### src/rtl/hsv_core_decode_stage.sv
// hsv_core_decode_stage: RV32 decoder feeding a DEPTH-entry output FIFO; define HSV_DECODE_STATS_EN for accept/illegal counters
module hsv_core_decode_stage #(
  parameter int XLEN  = 32,
  parameter int DEPTH = 2
) (
  input  logic            clk_core,
  input  logic            rst_core,
  input  logic            in_valid,
  output logic            in_ready,
  input  logic [31:0]     in_insn,
  input  logic [XLEN-1:0] in_pc,
  input  logic            flush,
`ifdef HSV_DECODE_STATS_EN
  output logic [31:0]     cnt_decoded,
  output logic [31:0]     cnt_illegal,
`endif
  output logic            out_valid,
  input  logic            out_ready,
  output logic [XLEN-1:0] out_pc,
  output logic [6:0]      out_opcode,
  output logic [2:0]      out_funct3,
  output logic [6:0]      out_funct7,
  output logic [4:0]      out_rd,
  output logic [4:0]      out_rs1,
  output logic [4:0]      out_rs2,
  output logic [XLEN-1:0] out_imm,
  output logic [2:0]      out_fmt,
  output logic            out_rd_we,
  output logic            out_illegal
);
  localparam int PW = DEPTH > 1 ? $clog2(DEPTH) : 1;
  localparam int CW = $clog2(DEPTH + 1);
  localparam logic [PW-1:0] LAST = PW'(DEPTH - 1);
  localparam logic [CW-1:0] FULL = CW'(DEPTH);
  localparam logic [6:0] OP = 7'h33, OP_IMM = 7'h13, LOAD = 7'h03, JALR = 7'h67, SYSTEM = 7'h73;
  localparam logic [6:0] MISC_MEM = 7'h0F, STORE = 7'h23, BRANCH = 7'h63, LUI = 7'h37, AUIPC = 7'h17, JAL = 7'h6F;
  logic [31:0]     r_insn [DEPTH];
  logic [XLEN-1:0] r_pc   [DEPTH];
  logic [XLEN-1:0] r_imm  [DEPTH];
  logic [2:0]      r_fmt  [DEPTH];
  logic            r_ill  [DEPTH];
  logic            r_we   [DEPTH];
  logic [PW-1:0]   r_wp, r_rp;
  logic [CW-1:0]   r_occ;
  logic [6:0]      w_op;
  logic [2:0]      w_fmt;
  logic            w_ill, w_we, w_acc, w_pop;
  logic signed [31:0] w_imm32;
  logic [31:0]     w_hd;
  assign in_ready  = !rst_core && !flush && (r_occ < FULL);
  assign out_valid = !rst_core && (r_occ != '0);
  assign w_acc     = in_valid && in_ready;
  assign w_pop     = out_valid && out_ready;
  // Decode the incoming instruction; unknown opcodes fall to R with a zero immediate
  always_comb begin
    w_op    = in_insn[6:0];
    w_fmt   = w_op == OP ? 3'd0 :
              (w_op == OP_IMM || w_op == LOAD || w_op == JALR || w_op == SYSTEM || w_op == MISC_MEM) ? 3'd1 :
              w_op == STORE ? 3'd2 :
              w_op == BRANCH ? 3'd3 :
              (w_op == LUI || w_op == AUIPC) ? 3'd4 :
              w_op == JAL ? 3'd5 : 3'd0;
    w_ill   = in_insn[1:0] != 2'b11 || (w_fmt == 3'd0 && w_op != OP);
    w_imm32 = w_fmt == 3'd1 ? {{20{in_insn[31]}}, in_insn[31:20]} :
              w_fmt == 3'd2 ? {{20{in_insn[31]}}, in_insn[31:25], in_insn[11:7]} :
              w_fmt == 3'd3 ? {{19{in_insn[31]}}, in_insn[31], in_insn[7], in_insn[30:25], in_insn[11:8], 1'b0} :
              w_fmt == 3'd4 ? {in_insn[31:12], 12'b0} :
              w_fmt == 3'd5 ? {{11{in_insn[31]}}, in_insn[31], in_insn[19:12], in_insn[20], in_insn[30:21], 1'b0} :
              32'sd0;
    w_we    = !w_ill && w_fmt != 3'd2 && w_fmt != 3'd3 && in_insn[11:7] != 5'd0;
  end
  // Capture decoded entry at the write pointer; payload is masked by out_valid so needs no reset
  always_ff @(posedge clk_core) begin
    if (w_acc) begin
      r_insn[r_wp] <= in_insn;
      r_pc[r_wp]   <= in_pc;
      r_imm[r_wp]  <= XLEN'(w_imm32);
      r_fmt[r_wp]  <= w_fmt;
      r_ill[r_wp]  <= w_ill;
      r_we[r_wp]   <= w_we;
    end
  end
  // Pointers and occupancy; reset and flush both empty the buffer and win over accept/pop
  always_ff @(posedge clk_core) begin
    if (rst_core || flush) begin
      r_wp  <= '0;
      r_rp  <= '0;
      r_occ <= '0;
    end else begin
      if (w_acc) r_wp <= r_wp == LAST ? '0 : r_wp + 1'b1;
      if (w_pop) r_rp <= r_rp == LAST ? '0 : r_rp + 1'b1;
      r_occ <= (w_acc && !w_pop) ? r_occ + 1'b1 : (!w_acc && w_pop) ? r_occ - 1'b1 : r_occ;
    end
  end
`ifdef HSV_DECODE_STATS_EN
  // Count at accept time; only reset clears, flush leaves the totals alone
  always_ff @(posedge clk_core) begin
    if (rst_core) begin
      cnt_decoded <= '0;
      cnt_illegal <= '0;
    end else if (w_acc) begin
      cnt_decoded <= cnt_decoded + 32'd1;
      if (w_ill) cnt_illegal <= cnt_illegal + 32'd1;
    end
  end
`endif
  // Present the head entry, all zero whenever nothing is valid
  always_comb begin
    w_hd        = r_insn[r_rp];
    out_pc      = out_valid ? r_pc[r_rp] : '0;
    out_opcode  = out_valid ? w_hd[6:0] : '0;
    out_funct3  = out_valid ? w_hd[14:12] : '0;
    out_funct7  = out_valid ? w_hd[31:25] : '0;
    out_rd      = out_valid ? w_hd[11:7] : '0;
    out_rs1     = out_valid ? w_hd[19:15] : '0;
    out_rs2     = out_valid ? w_hd[24:20] : '0;
    out_imm     = out_valid ? r_imm[r_rp] : '0;
    out_fmt     = out_valid ? r_fmt[r_rp] : '0;
    out_rd_we   = out_valid && r_we[r_rp];
    out_illegal = out_valid && r_ill[r_rp];
  end
endmodule

### config.mk
export PLATFORM = sky130hd
export DESIGN_NAME = hsv_core_decode_stage
export DESIGN_NICKNAME = d
export VERILOG_FILES = /design/src/rtl/hsv_core_decode_stage.sv
export SDC_FILE = /design/constraint.sdc
export NUM_CORES = 1
export LEC_CHECK = 0
export ABC_CLOCK_PERIOD_IN_PS = 7900
export CELL_PAD_IN_SITES_DETAIL_PLACEMENT = 0
export CELL_PAD_IN_SITES_GLOBAL_PLACEMENT = 1
export CORE_MARGIN = 2
export CORE_UTILIZATION = 42
export CTS_CLUSTER_DIAMETER = 150
export DETAILED_ROUTE_END_ITERATION = 7
export GPL_TIMING_DRIVEN = 0
export PLACE_DENSITY_LB_ADDON = 0.1
export RECOVER_POWER = 50
export SETUP_SLACK_MARGIN = 0.5
export SYNTH_ARGS = -nofsm -noshare
export SYNTH_HDL_FRONTEND = slang
export SYNTH_SLANG_ARGS = --single-unit
export TNS_END_PERCENT = 10
### constraint.sdc
create_clock -name clk_core -period 7.9 [get_ports clk_core]
set_input_delay 1.185 -clock clk_core [delete_from_list [all_inputs] [get_ports clk_core]]
set_output_delay 1.185 -clock clk_core [all_outputs]
set_load 0.05 [all_outputs]
==> flow_summary.json <==
{
  "drive_gt1_share_pct": 8.09,
  "finalSetupViolations": 0,
  "die_height_um": 146,
  "clock_latency_ps": 490,
  "fp.dieArea_mm2": 0.0214,
  "cts_hold_buf": 0,
  "grtUsageTotal_pct": 17.5,
  "cts_sinks": 207,
  "cpMaxStageDelayCell": "clkdlybuf4s50_1",
  "ys_seq_area_share_pct": 72.4,
  "synth-seq-cells": 207,
  "drv_slew": 50,
  "coreArea_mm2": 0.0200,
  "ys_top_cells_by_area": "edfxtp_1 (71%), mux2i_1 (12%), nor2_1 (5.0%), dfxtp_1 (1.2%), a21o_1 (1.1%)",
  "synth_area_mm2": 0.00851,
  "area_growth_syn_to_layout_pct": 33.1,
  "violations": "max-capacitance violations, max-slew violations",
  "grt_max_degree": 53,
  "skew_ps": 12.4,
  "die_w_um": 146,
  "crit_required_ps": 6710,
  "crit_fanout": 10,
  "postPlaceCellArea_mm2": 0.0107,
  "yosys.area.top_type": "edfxtp_1",
  "vias": 5159,
  "status": "finished with violations",
  "synth_cell_types": 47,
  "start_util_pct": 42.5,
  "std_cell_rows": 52,
  "cts_setup_buffers": 0,
  "finalNonFillerCells": 1050,
  "antenna_found_initial": 0,
  "cts_resized": 0,
  "synth_flop_cell": "edfxtp_1",
  "portBuffers": 171,
  "pin_count": 172,
  "ys_warn_count": 0,
  "grt_overflow": 0,
  "ant_nets": 0,
  "routed_via_density": 4.91,
  "h-tree-depth": 1,
  "cp-end-kind": "primary output",
  "synth-edff-count": 202,
  "hold_viol": 0,
  "drt-pass1-iter-count": 4,
  "synthCells": 564,
  "worstSetupStartpointType": "input port",
  "fmax_ghz": 0.196,
  "design_area_mm2": 0.0113,
  "gp_congestion": 0.784,
  "hold_depth": 2,
  "hold_path_class": "reg -> reg",
  "grt_pass1_vias": 5432,
  "period_share_pct": 64.5,
  "final.setup.tns_ps": 0,
  "cp_common_cell": "clkbuf_1",
  "wl_um": 18900,
  "max_stage_delay_ps": 830,
  "wl_per_cell_um": 18.0,
  "async_flop_share_pct": 0,
  "arrival_ps": 3910,
  "max-slew-margin-rel_pct": -69.1,
  "cts_root_buf": "clkbuf_16",
  "synth_nets": 634,
  "cts-buffers-inserted": 22,
  "rsz0062_at_grt": "false",
  "path_cells": "dlygate4sd3_1 -> or2_2 -> clkbuf_1 -> clkbuf_1 -> nor2_1 -> clkdlybuf4s50_1",
  "drc": 0,
  "place.detailed.hpwl_um": 12800,
  "syn_area_per_cell_um2": 15.1,
  "worstSetupPathType": "in -> out",
  "power_mw": 2.43,
  "dr.first_iter.drc_count": 264,
  "grt_pass1_wl_um": 29500,
  "nets": 833,
  "path_clk_slew_ps": 60,
  "cts_tree": "done",
  "reg2reg_depth": 3,
  "period_minus_slack_ps": 5090,
  "ctsLongestPathBuffers": 3,
  "p_per_area_mw_per_mm2": 214,
  "netlist.area_leader.share_pct": 71.3,
  "worstMarginPinSlew_ps": 2540,
  "vdd_drop_max_mv": 0.148,
  "cellLeakagePower_nw": 3.65,
  "dp.cells": 1009,
  "maxCapViolations": 1
}
-- worst max-delay path: cells and delay by family --
family | cells | cell delay, ps
buffers and inverters | 4 | 2170
AND/OR/NAND/NOR | 2 | 550
-- registers in the layout (all words and copies together), names as in the netlist, named ones only --
register and flops:
r_ill 2, r_insn 64, r_occ 2, r_rp 1, r_fmt 6, r_wp 1, r_we 2, r_imm 64
r_pc 64
-- cell type report --
cell class                 count  area [µm²]
fill                        1700        8710
sequential                   207        6170
multi-input combinational    321        2130
timing repair buffer         175        1800
clock buffer                  28         594
tap                          270         338
buffer                        31         155
clock inverter                12         130
inverter                       5        18.8
antenna                        1        2.50
-- synthesized netlist by cell type, types with 5 or more instances --
library cell  instances
a21o_1               12
clkbuf_1             12
buf_2                13
and2_1                6
edfxtp_1            202
mux2i_1             103
nand2_1              16
a21oi_2               5
dfxtp_1               5
nor2_1              114
a21oi_1              12
-- power by group --
group          internal, mW  switching (mW)  total [mW]
sequential             1.22         0.00499        1.23
clock                 0.628           0.398        1.03
combinational        0.0665           0.107       0.173
total                  1.92           0.510        2.43
-- cell usage in the layout, fill, tap and decap left out, types with 3 or more instances in the layout --
cell type        netlist  routed
nand2_1               16      16
a21oi_2                5       3
nor2_1               114     116
clkinv_1               0       5
clkbuf_1              12      19
dfxtp_1                5       5
o21ai_0                4       6
clkinv_2               0       5
mux2i_1              103     103
and2_0                 0       6
a21o_1                12      12
clkbuf_16              0      23
buf_12                 0       3
xor2_1                 4       4
edfxtp_1             202     202
and3_1                 3       3
bufinv_16              0       3
clkdlybuf4s50_1        0     106
inv_1                  4       4
a22o_1                 4       4
a21oi_1               12      14
buf_2                 13      13
dlygate4sd3_1          0      65
-- path summary, 6_finish.rpt --
path / end / startpoint / slack [ps]
max reg2reg: r_insn[1][13] / r_occ[1] / 4770
min reg2reg: r_occ[1] / r_occ[1] / 510
max: out_opcode[5] / rst_core / 2810
min: r_occ[1] / r_occ[1] / 510
-- stage by stage --
stage	util, %	worst slack, ps	hold WS [ps]
final	56.5	2810	508
after global routing	56.5	2690	542
after detailed placement	53.2	2920	500
after floorplan	-	542	472
after CTS	56.8	2910	510
after global placement	52.7	-1800	484
-- routing by layer --
| metal | up-vias | GRT usage [%] | wire (µm) |
|---|---|---|---|
| li1 | 2482 | - | - |
| met1 | 2510 | 24.0 | 8650 |
| met2 | 148 | 29.5 | 9120 |
| met3 | 19 | 2.81 | 858 |
| met4 | 0 | 4.03 | 236 |
| met5 | - | 0 | 0 |
-- cell families (layout without fill, tap and decap cells) --
group	Yosys count	count (layout)	share of synthesized area [%]
compound gates	51	51	4.20
xor+xnor	5	5	0.514
mux	103	103	12.1
other cells	0	1	0
simple gates	160	160	8.25
fa+ha+maj	2	2	0.265
flops	207	207	72.4
buf+inv	36	251	2.22
Note: power is estimated with default switching activity, not from simulation.
